==> src/rtl/edge_overlay_stats.sv <==
// edge_overlay_stats: aligns the RGB stream with Sobel edge magnitudes. It drives
// the display pixel in one of four view modes. It also gathers per-frame edge count
// and bounding box, which are published once per frame.
module edge_overlay_stats #(
    parameter int unsigned DELAY     = 2,
    parameter int unsigned H_ACTIVE  = 640,
    parameter int unsigned V_ACTIVE  = 480,
    parameter logic [23:0] OVL_COLOR = 24'hFF0000
) (
    input  logic        clk,
    input  logic        rst,
    input  logic        pix_en,
    input  logic [12:0] col,
    input  logic [12:0] row,
    input  logic [7:0]  r,
    input  logic [7:0]  g,
    input  logic [7:0]  b,
    input  logic [7:0]  edge_in,
    input  logic [1:0]  mode,
    input  logic [7:0]  thresh,
    output logic [7:0]  r_out,
    output logic [7:0]  g_out,
    output logic [7:0]  b_out,
    output logic        out_valid,
    output logic [19:0] edge_count,
    output logic [12:0] x_min,
    output logic [12:0] x_max,
    output logic [12:0] y_min,
    output logic [12:0] y_max,
    output logic        stats_valid
);

    localparam int unsigned PW   = 8;
    localparam int unsigned CW   = 13;
    localparam int unsigned CNTW = 20;
    localparam int unsigned RGBW = 3 * PW;
    // Each stage carries a valid flag so that cleared stages never look like pixel (0,0).
    localparam int unsigned DW   = 1 + RGBW + 2 * CW;
    localparam int unsigned DLW  = DELAY * DW;
    localparam logic [CNTW-1:0] CNT_MAX = '1;

    typedef enum logic [1:0] {
        S_IDLE    = 2'd0,
        S_ACCUM   = 2'd1,
        S_PUBLISH = 2'd2
    } state_t;

    state_t             r_state;
    state_t             w_state_nxt;

    logic [DLW-1:0]     r_dl;
    logic [DLW-1:0]     w_dl_nxt;
    logic [DW-1:0]      w_tap;
    logic               w_d_vld;
    logic [RGBW-1:0]    w_d_rgb;
    logic [CW-1:0]      w_d_col;
    logic [CW-1:0]      w_d_row;

    logic               w_act;
    logic               w_fs;
    logic               w_eof;
    logic               w_hit;
    logic [PW-1:0]      w_thr;
    logic [RGBW-1:0]    w_pix;

    logic               w_init;
    logic               w_acc;
    logic               w_pub;

    logic [PW-1:0]      r_thr_q;
    logic [CNTW-1:0]    r_cnt;
    logic               r_any;
    logic [CW-1:0]      r_xmin;
    logic [CW-1:0]      r_xmax;
    logic [CW-1:0]      r_ymin;
    logic [CW-1:0]      r_ymax;

    // Next delay-line contents: oldest stage falls off the top, new pixel enters at stage 0.
    always_comb begin
        w_dl_nxt           = r_dl << DW;
        w_dl_nxt[DW-1:0]   = {1'b1, r, g, b, col, row};
    end

    // Delay line register, advancing only on pixel steps.
    always_ff @(posedge clk) begin
        if (rst) begin
            r_dl <= '0;
        end else if (pix_en) begin
            r_dl <= w_dl_nxt;
        end
    end

    assign w_tap = r_dl[DLW-1 -: DW];
    assign {w_d_vld, w_d_rgb, w_d_col, w_d_row} = w_tap;

    assign w_act = w_d_vld && (w_d_col < CW'(H_ACTIVE)) && (w_d_row < CW'(V_ACTIVE));
    assign w_fs  = w_d_vld && (w_d_col == '0) && (w_d_row == '0);
    assign w_eof = w_d_vld && (w_d_col == CW'(H_ACTIVE - 1)) && (w_d_row == CW'(V_ACTIVE - 1));
    // The frame-start pixel belongs to the new frame, so it is judged by the new threshold.
    assign w_thr = w_fs ? thresh : r_thr_q;
    assign w_hit = w_act && (edge_in >= w_thr);

    // Display pixel selection for the delayed pixel.
    always_comb begin
        w_pix = '0;
        if (w_act) begin
            case (mode)
                2'd0:    w_pix = w_d_rgb;
                2'd1:    w_pix = {edge_in, edge_in, edge_in};
                2'd2:    w_pix = w_hit ? OVL_COLOR : w_d_rgb;
                default: w_pix = w_hit ? 24'hFFFFFF : 24'h000000;
            endcase
        end
    end

    // Output pixel register; holds its value when no pixel step occurs.
    always_ff @(posedge clk) begin
        if (rst) begin
            r_out     <= '0;
            g_out     <= '0;
            b_out     <= '0;
            out_valid <= 1'b0;
        end else if (pix_en) begin
            {r_out, g_out, b_out} <= w_pix;
            out_valid             <= w_act;
        end else begin
            out_valid <= 1'b0;
        end
    end

    // Stats FSM state register.
    always_ff @(posedge clk) begin
        if (rst) begin
            r_state <= S_IDLE;
        end else begin
            r_state <= w_state_nxt;
        end
    end

    // Stats FSM next state.
    always_comb begin
        w_state_nxt = r_state;
        case (r_state)
            S_IDLE: begin
                if (pix_en && w_fs) begin
                    w_state_nxt = S_ACCUM;
                end
            end
            S_ACCUM: begin
                if (pix_en) begin
                    if (w_fs) begin
                        w_state_nxt = S_ACCUM;
                    end else if (w_eof) begin
                        w_state_nxt = S_PUBLISH;
                    end
                end
            end
            S_PUBLISH: begin
                w_state_nxt = (pix_en && w_fs) ? S_ACCUM : S_IDLE;
            end
            default: w_state_nxt = S_IDLE;
        endcase
    end

    // Stats FSM control decode.
    always_comb begin
        w_init = 1'b0;
        w_acc  = 1'b0;
        w_pub  = 1'b0;
        if (pix_en && w_fs) begin
            w_init = 1'b1;
        end
        if (pix_en && (r_state == S_ACCUM) && !w_fs) begin
            w_acc = 1'b1;
        end
        if (r_state == S_PUBLISH) begin
            w_pub = 1'b1;
        end
    end

    // Per-frame accumulation of threshold, edge count and bounding box.
    always_ff @(posedge clk) begin
        if (rst) begin
            r_thr_q <= '0;
            r_cnt   <= '0;
            r_any   <= 1'b0;
            r_xmin  <= '0;
            r_xmax  <= '0;
            r_ymin  <= '0;
            r_ymax  <= '0;
        end else if (w_init) begin
            r_thr_q <= thresh;
            r_cnt   <= CNTW'(w_hit);
            r_any   <= w_hit;
            r_xmin  <= w_d_col;
            r_xmax  <= w_d_col;
            r_ymin  <= w_d_row;
            r_ymax  <= w_d_row;
        end else if (w_acc && w_hit) begin
            if (r_cnt != CNT_MAX) begin
                r_cnt <= r_cnt + CNTW'(1);
            end
            r_any <= 1'b1;
            if (!r_any) begin
                r_xmin <= w_d_col;
                r_xmax <= w_d_col;
                r_ymin <= w_d_row;
                r_ymax <= w_d_row;
            end else begin
                if (w_d_col < r_xmin) r_xmin <= w_d_col;
                if (w_d_col > r_xmax) r_xmax <= w_d_col;
                if (w_d_row < r_ymin) r_ymin <= w_d_row;
                if (w_d_row > r_ymax) r_ymax <= w_d_row;
            end
        end
    end

    // Publish registers; an empty frame reports a zero bounding box.
    always_ff @(posedge clk) begin
        if (rst) begin
            edge_count  <= '0;
            x_min       <= '0;
            x_max       <= '0;
            y_min       <= '0;
            y_max       <= '0;
            stats_valid <= 1'b0;
        end else if (w_pub) begin
            edge_count  <= r_cnt;
            x_min       <= r_any ? r_xmin : '0;
            x_max       <= r_any ? r_xmax : '0;
            y_min       <= r_any ? r_ymin : '0;
            y_max       <= r_any ? r_ymax : '0;
            stats_valid <= 1'b1;
        end else begin
            stats_valid <= 1'b0;
        end
    end

endmodule

==> config.mk <==
export PLATFORM = sky130hd
export DESIGN_NAME = edge_overlay_stats
export DESIGN_NICKNAME = d
export VERILOG_FILES = /design/src/rtl/edge_overlay_stats.sv
export SDC_FILE = /design/constraint.sdc
export NUM_CORES = 1
export LEC_CHECK = 0
export ABC_AREA = 1
export CORE_UTILIZATION = 56
export DETAILED_ROUTE_END_ITERATION = 6
export PLACE_DENSITY = 0.81
export SYNTH_ARGS = -nofsm -noshare
export SYNTH_HDL_FRONTEND = slang
export SYNTH_SLANG_ARGS = --single-unit
==> constraint.sdc <==
create_clock -name clk -period 3 [get_ports clk]
set_input_delay 0.9 -clock clk [delete_from_list [all_inputs] [get_ports clk]]
set_output_delay 0.9 -clock clk [all_outputs]
set_load 0.005 [all_outputs]
==> impl_metrics.yaml <==
timing:
  report.final.slew_viol_count: 0
  final_hold_viol_count: 0
  skew_ns: 0.01504
  setup_violations: 0
  worst-slew-pin-transition_ns: 0.8532
  min_period_over_period_pct: 97.49
  timing.fmax_mhz: 341.9
  period_needed_ns: 2.925
  slew_headroom_pct: 43.04
  fin_ws_ns: 0.07537
  timing.hold.ws_ns: 0.4560
setup_path:
  worstRegToRegCells: 18
  r2r_start: "r_dl[51]"
  max_stage_delay_ns: 0.33
  critPathKind: "reg2reg"
  critPathBufInv: 4
  reg2reg_to: "r_cnt[12]"
  ff2ff_setup_slack_ns: 0.08
  crit_chain: "nor2_2 > nand2_1 > nor2_4 > nand2_4 > nor2_8 > buf_4 > a21oi_1 > ha_1 > nand2_1 > nor2_1 > nand2_1 > nand2_2 > buf_4 > nand2_2 > inv_4 > buf_12 > nand4_1 > a21oi_2"
  cp_top_family: "simple AND/OR/NAND/NOR gates"
  crit_arrival_ns: 3.42
  crit_required_ns: 3.49
  start_kind: "flip-flop"
  cp_slowest_cell: "dfxtp_1"
  crit_top_cell: "nand2_1"
  critPathCaptureType: "flip-flop"
  crit_fanout: 18
floorplanning:
  design.core.area_um2: 23400
  die_area_um2: 24420
  initial_utilization_pct: 56.94
  row_count: 56
  die_x_um: 156.3
  ios: 169
  die_h_um: 156.3
synthesis:
  synth_edf_count: 0
  synth_top_family_by_area: "simple AND/OR/NAND/NOR gates"
  synthFlopType: "dfxtp_1"
  synth_nets: 1930
  synth.mux.area_fraction_pct: 0
  yosys_warnings: 0
  synthCells: 1800
  synthAdderAreaFrac_pct: 5.540
  synthSimpleGateAreaFrac_pct: 25.49
  synth_xor_area_share_pct: 0.9202
  seq_area_frac_synth_pct: 42.52
  synth_cell_types: 40
  synth_compound_area_share_pct: 16.73
  syn_area_um2: 13330
  synth_seq_cells: 283
  avgSynthCellArea_um2: 7.403
  synth_async_sr_flop_share_pct: 0
global_routing:
  antenna_found_initial: 0
  grt_pass1_wl_um: 56720
  grt.overflow.total: 0
  grt_usage_pct: 28.57
  grt_max_degree: 139
  grt_pass1_vias: 11500
routing:
  drt_iter0_markers: 1009
  antenna_left: 0
  via_count: 12670
  finalWirelength_um: 35730
  wl_per_cell_um: 15.58
  drc_errors: 0
  viasPerCell: 5.527
  dr.pass1.iters: 5
clocking:
  clock-sinks: 283
  cts-root-buf: "clkbuf_16"
  clk_pin_slew_worst_paths_ns: 0.07
  clock_path_buffers: 3
  htreeDepth: 1
  cts_tree: "yes"
  insertion_delay_ns: 0.55
  cts_hold_buf: 0
  cts_buffers: 29
place:
  post-dp-hpwl_um: 24270
  gp_congestion: 0.9587
  dpl_cell_area_um2: 15410
  dp_slack_ns: -0.1873
  numPortBuffers: 168
layout:
  final_common_cell: "dfxtp_1"
  layout_common_cells: "dfxtp_1, nand2_1, nor2_1"
  finalNetCount: 2082
  insertedDiodeCount: 0
  area_delta_synth_final_pct: 23.78
  final_layout_size_suffix_gt1_share_pct: 10.03
  final_area_um2: 16490
min_path:
  holdPathEnd: "r_ymin[9]"
  worstHoldStart: "r_ymin[9]"
  min_path_type: "reg2reg"
  hold_depth: 2
status:
  status: "complete, no violations"
flow_run:
  drv_cap: 0
pwr:
  power_mw: 8.382
  ir_drop_mv: 0.4085
  p_leak_nw: 6.659
  pwr_density_cell_nw_per_um2: 508.1
synth_stat cells (2+ instances only):
cell | n | area share (%)
a21boi_0 | 3 | 0.17
buf_2 | 15 | 0.56
buf_6 | 8 | 0.68
nand3_2 | 2 | 0.15
buf_4 | 3 | 0.17
clkbuf_1 | 70 | 2.0
nand2_2 | 6 | 0.28
dfxtp_1 | 283 | 43
o21ai_0 | 149 | 5.6
nand2_8 | 2 | 0.30
nor2_1 | 269 | 7.6
nor2_2 | 6 | 0.28
a21oi_1 | 144 | 5.4
nand3_4 | 2 | 0.26
nand2_1 | 273 | 7.7
nand2_4 | 2 | 0.17
xor2_1 | 13 | 0.85
nand3_1 | 157 | 5.9
a21oi_2 | 39 | 2.6
nor3_1 | 5 | 0.19
nor2_4 | 4 | 0.34
nand3b_1 | 3 | 0.17
o31ai_1 | 48 | 2.7
nor4_1 | 2 | 0.094
inv_1 | 169 | 4.8
nor2_8 | 2 | 0.30
a211oi_1 | 2 | 0.11
buf_1 | 8 | 0.23
ha_1 | 59 | 5.5
nand4_1 | 34 | 1.6
inv_2 | 9 | 0.25
stage by stage:
stage	setup TNS, ns	utilization (%)	cells
finish	0	70.48	2293
global route	-1.522	70.48	2293
CTS	0	70.01	2287
detailed placement	-8.483	65.83	2234
global placement	-6.116	65.83	2234
floorplan	0	-	1800
state kept, by name, indices dropped and copies added (netlist names):
register / count
r_cnt: 20
r_xmin: 13
r_out: 8
y_max: 13
x_min: 13
r_ymin: 13
r_any: 1
edge_count: 20
x_max: 13
r_xmax: 13
r_state: 2
g_out: 8
r_dl: 102
out_valid: 1
r_thr_q: 8
stats_valid: 1
y_min: 13
r_ymax: 13
b_out: 8
worst max-delay path by stage:
stage / cells past startpoint / endpoint / from
after floorplan: 19 / r_cnt[9] / r_dl[61]
final: 18 / r_cnt[12] / r_dl[51]
after CTS: 18 / r_cnt[15] / r_dl[57]
after detailed placement: 17 / r_cnt[15] / thresh[1]
after global routing: 20 / g_out[3] / r_dl[65]
after global placement: 17 / r_cnt[12] / thresh[1]
per-layer routing:
layer	share of wire (%)	global-route usage [%]	vias to the layer above
met5	0	0	-
met2	46	45.34	468
met3	6.6	3.822	86
li1	-	-	6235
met4	3.1	10.46	0
met1	44	39.62	5885
worst reg2reg max path, cell delays in order (launching register included):
cell and delay [ns]:
dfxtp_1 0.33, nor2_2 0.17, nand2_1 0.13, nor2_4 0.17
nand2_4 0.11, nor2_8 0.19, buf_4 0.14, a21oi_1 0.06
ha_1 0.28, nand2_1 0.08, nor2_1 0.16, nand2_1 0.11
nand2_2 0.12, buf_4 0.14, nand2_2 0.09, inv_4 0.14
buf_12 0.16, nand4_1 0.14, a21oi_2 0.16
area by class of cell:
class / instances / area, µm²
fillers: 1914 / 6908
clock inverters: 13 / 131.4
flip-flops and latches: 283 / 5669
multi-input cells: 1235 / 6569
clock buffers: 40 / 847.1
repair buffers: 223 / 2193
inverters: 180 / 685.7
well taps: 319 / 399.1
report_power, final:
group	switching [mW]	internal, mW	total (mW)
Clock	1.50	2.14	3.65
Sequential	0.0619	3.86	3.92
Combinational	0.494	0.323	0.817
Total	2.06	6.32	8.38
what timing repair did:
action,in CTS,in global routing
setup buffers,0,3
setup endpoints to repair,0,95
gates resized for setup,0,17
cell families (layout without fill, tap and decap cells):
| logic type | count (synthesis) | in the layout |
|---|---|---|
| flip-flops | 283 | 283 |
| AO/OA/AOI/OAI | 388 | 388 |
| XOR/XNOR | 14 | 14 |
| adder cells (fa/ha/maj) | 59 | 59 |
| AND/OR/NAND/NOR | 771 | 774 |
| buffers and inverters | 285 | 456 |
No activity file was read; power rests on OpenSTA's default activity.
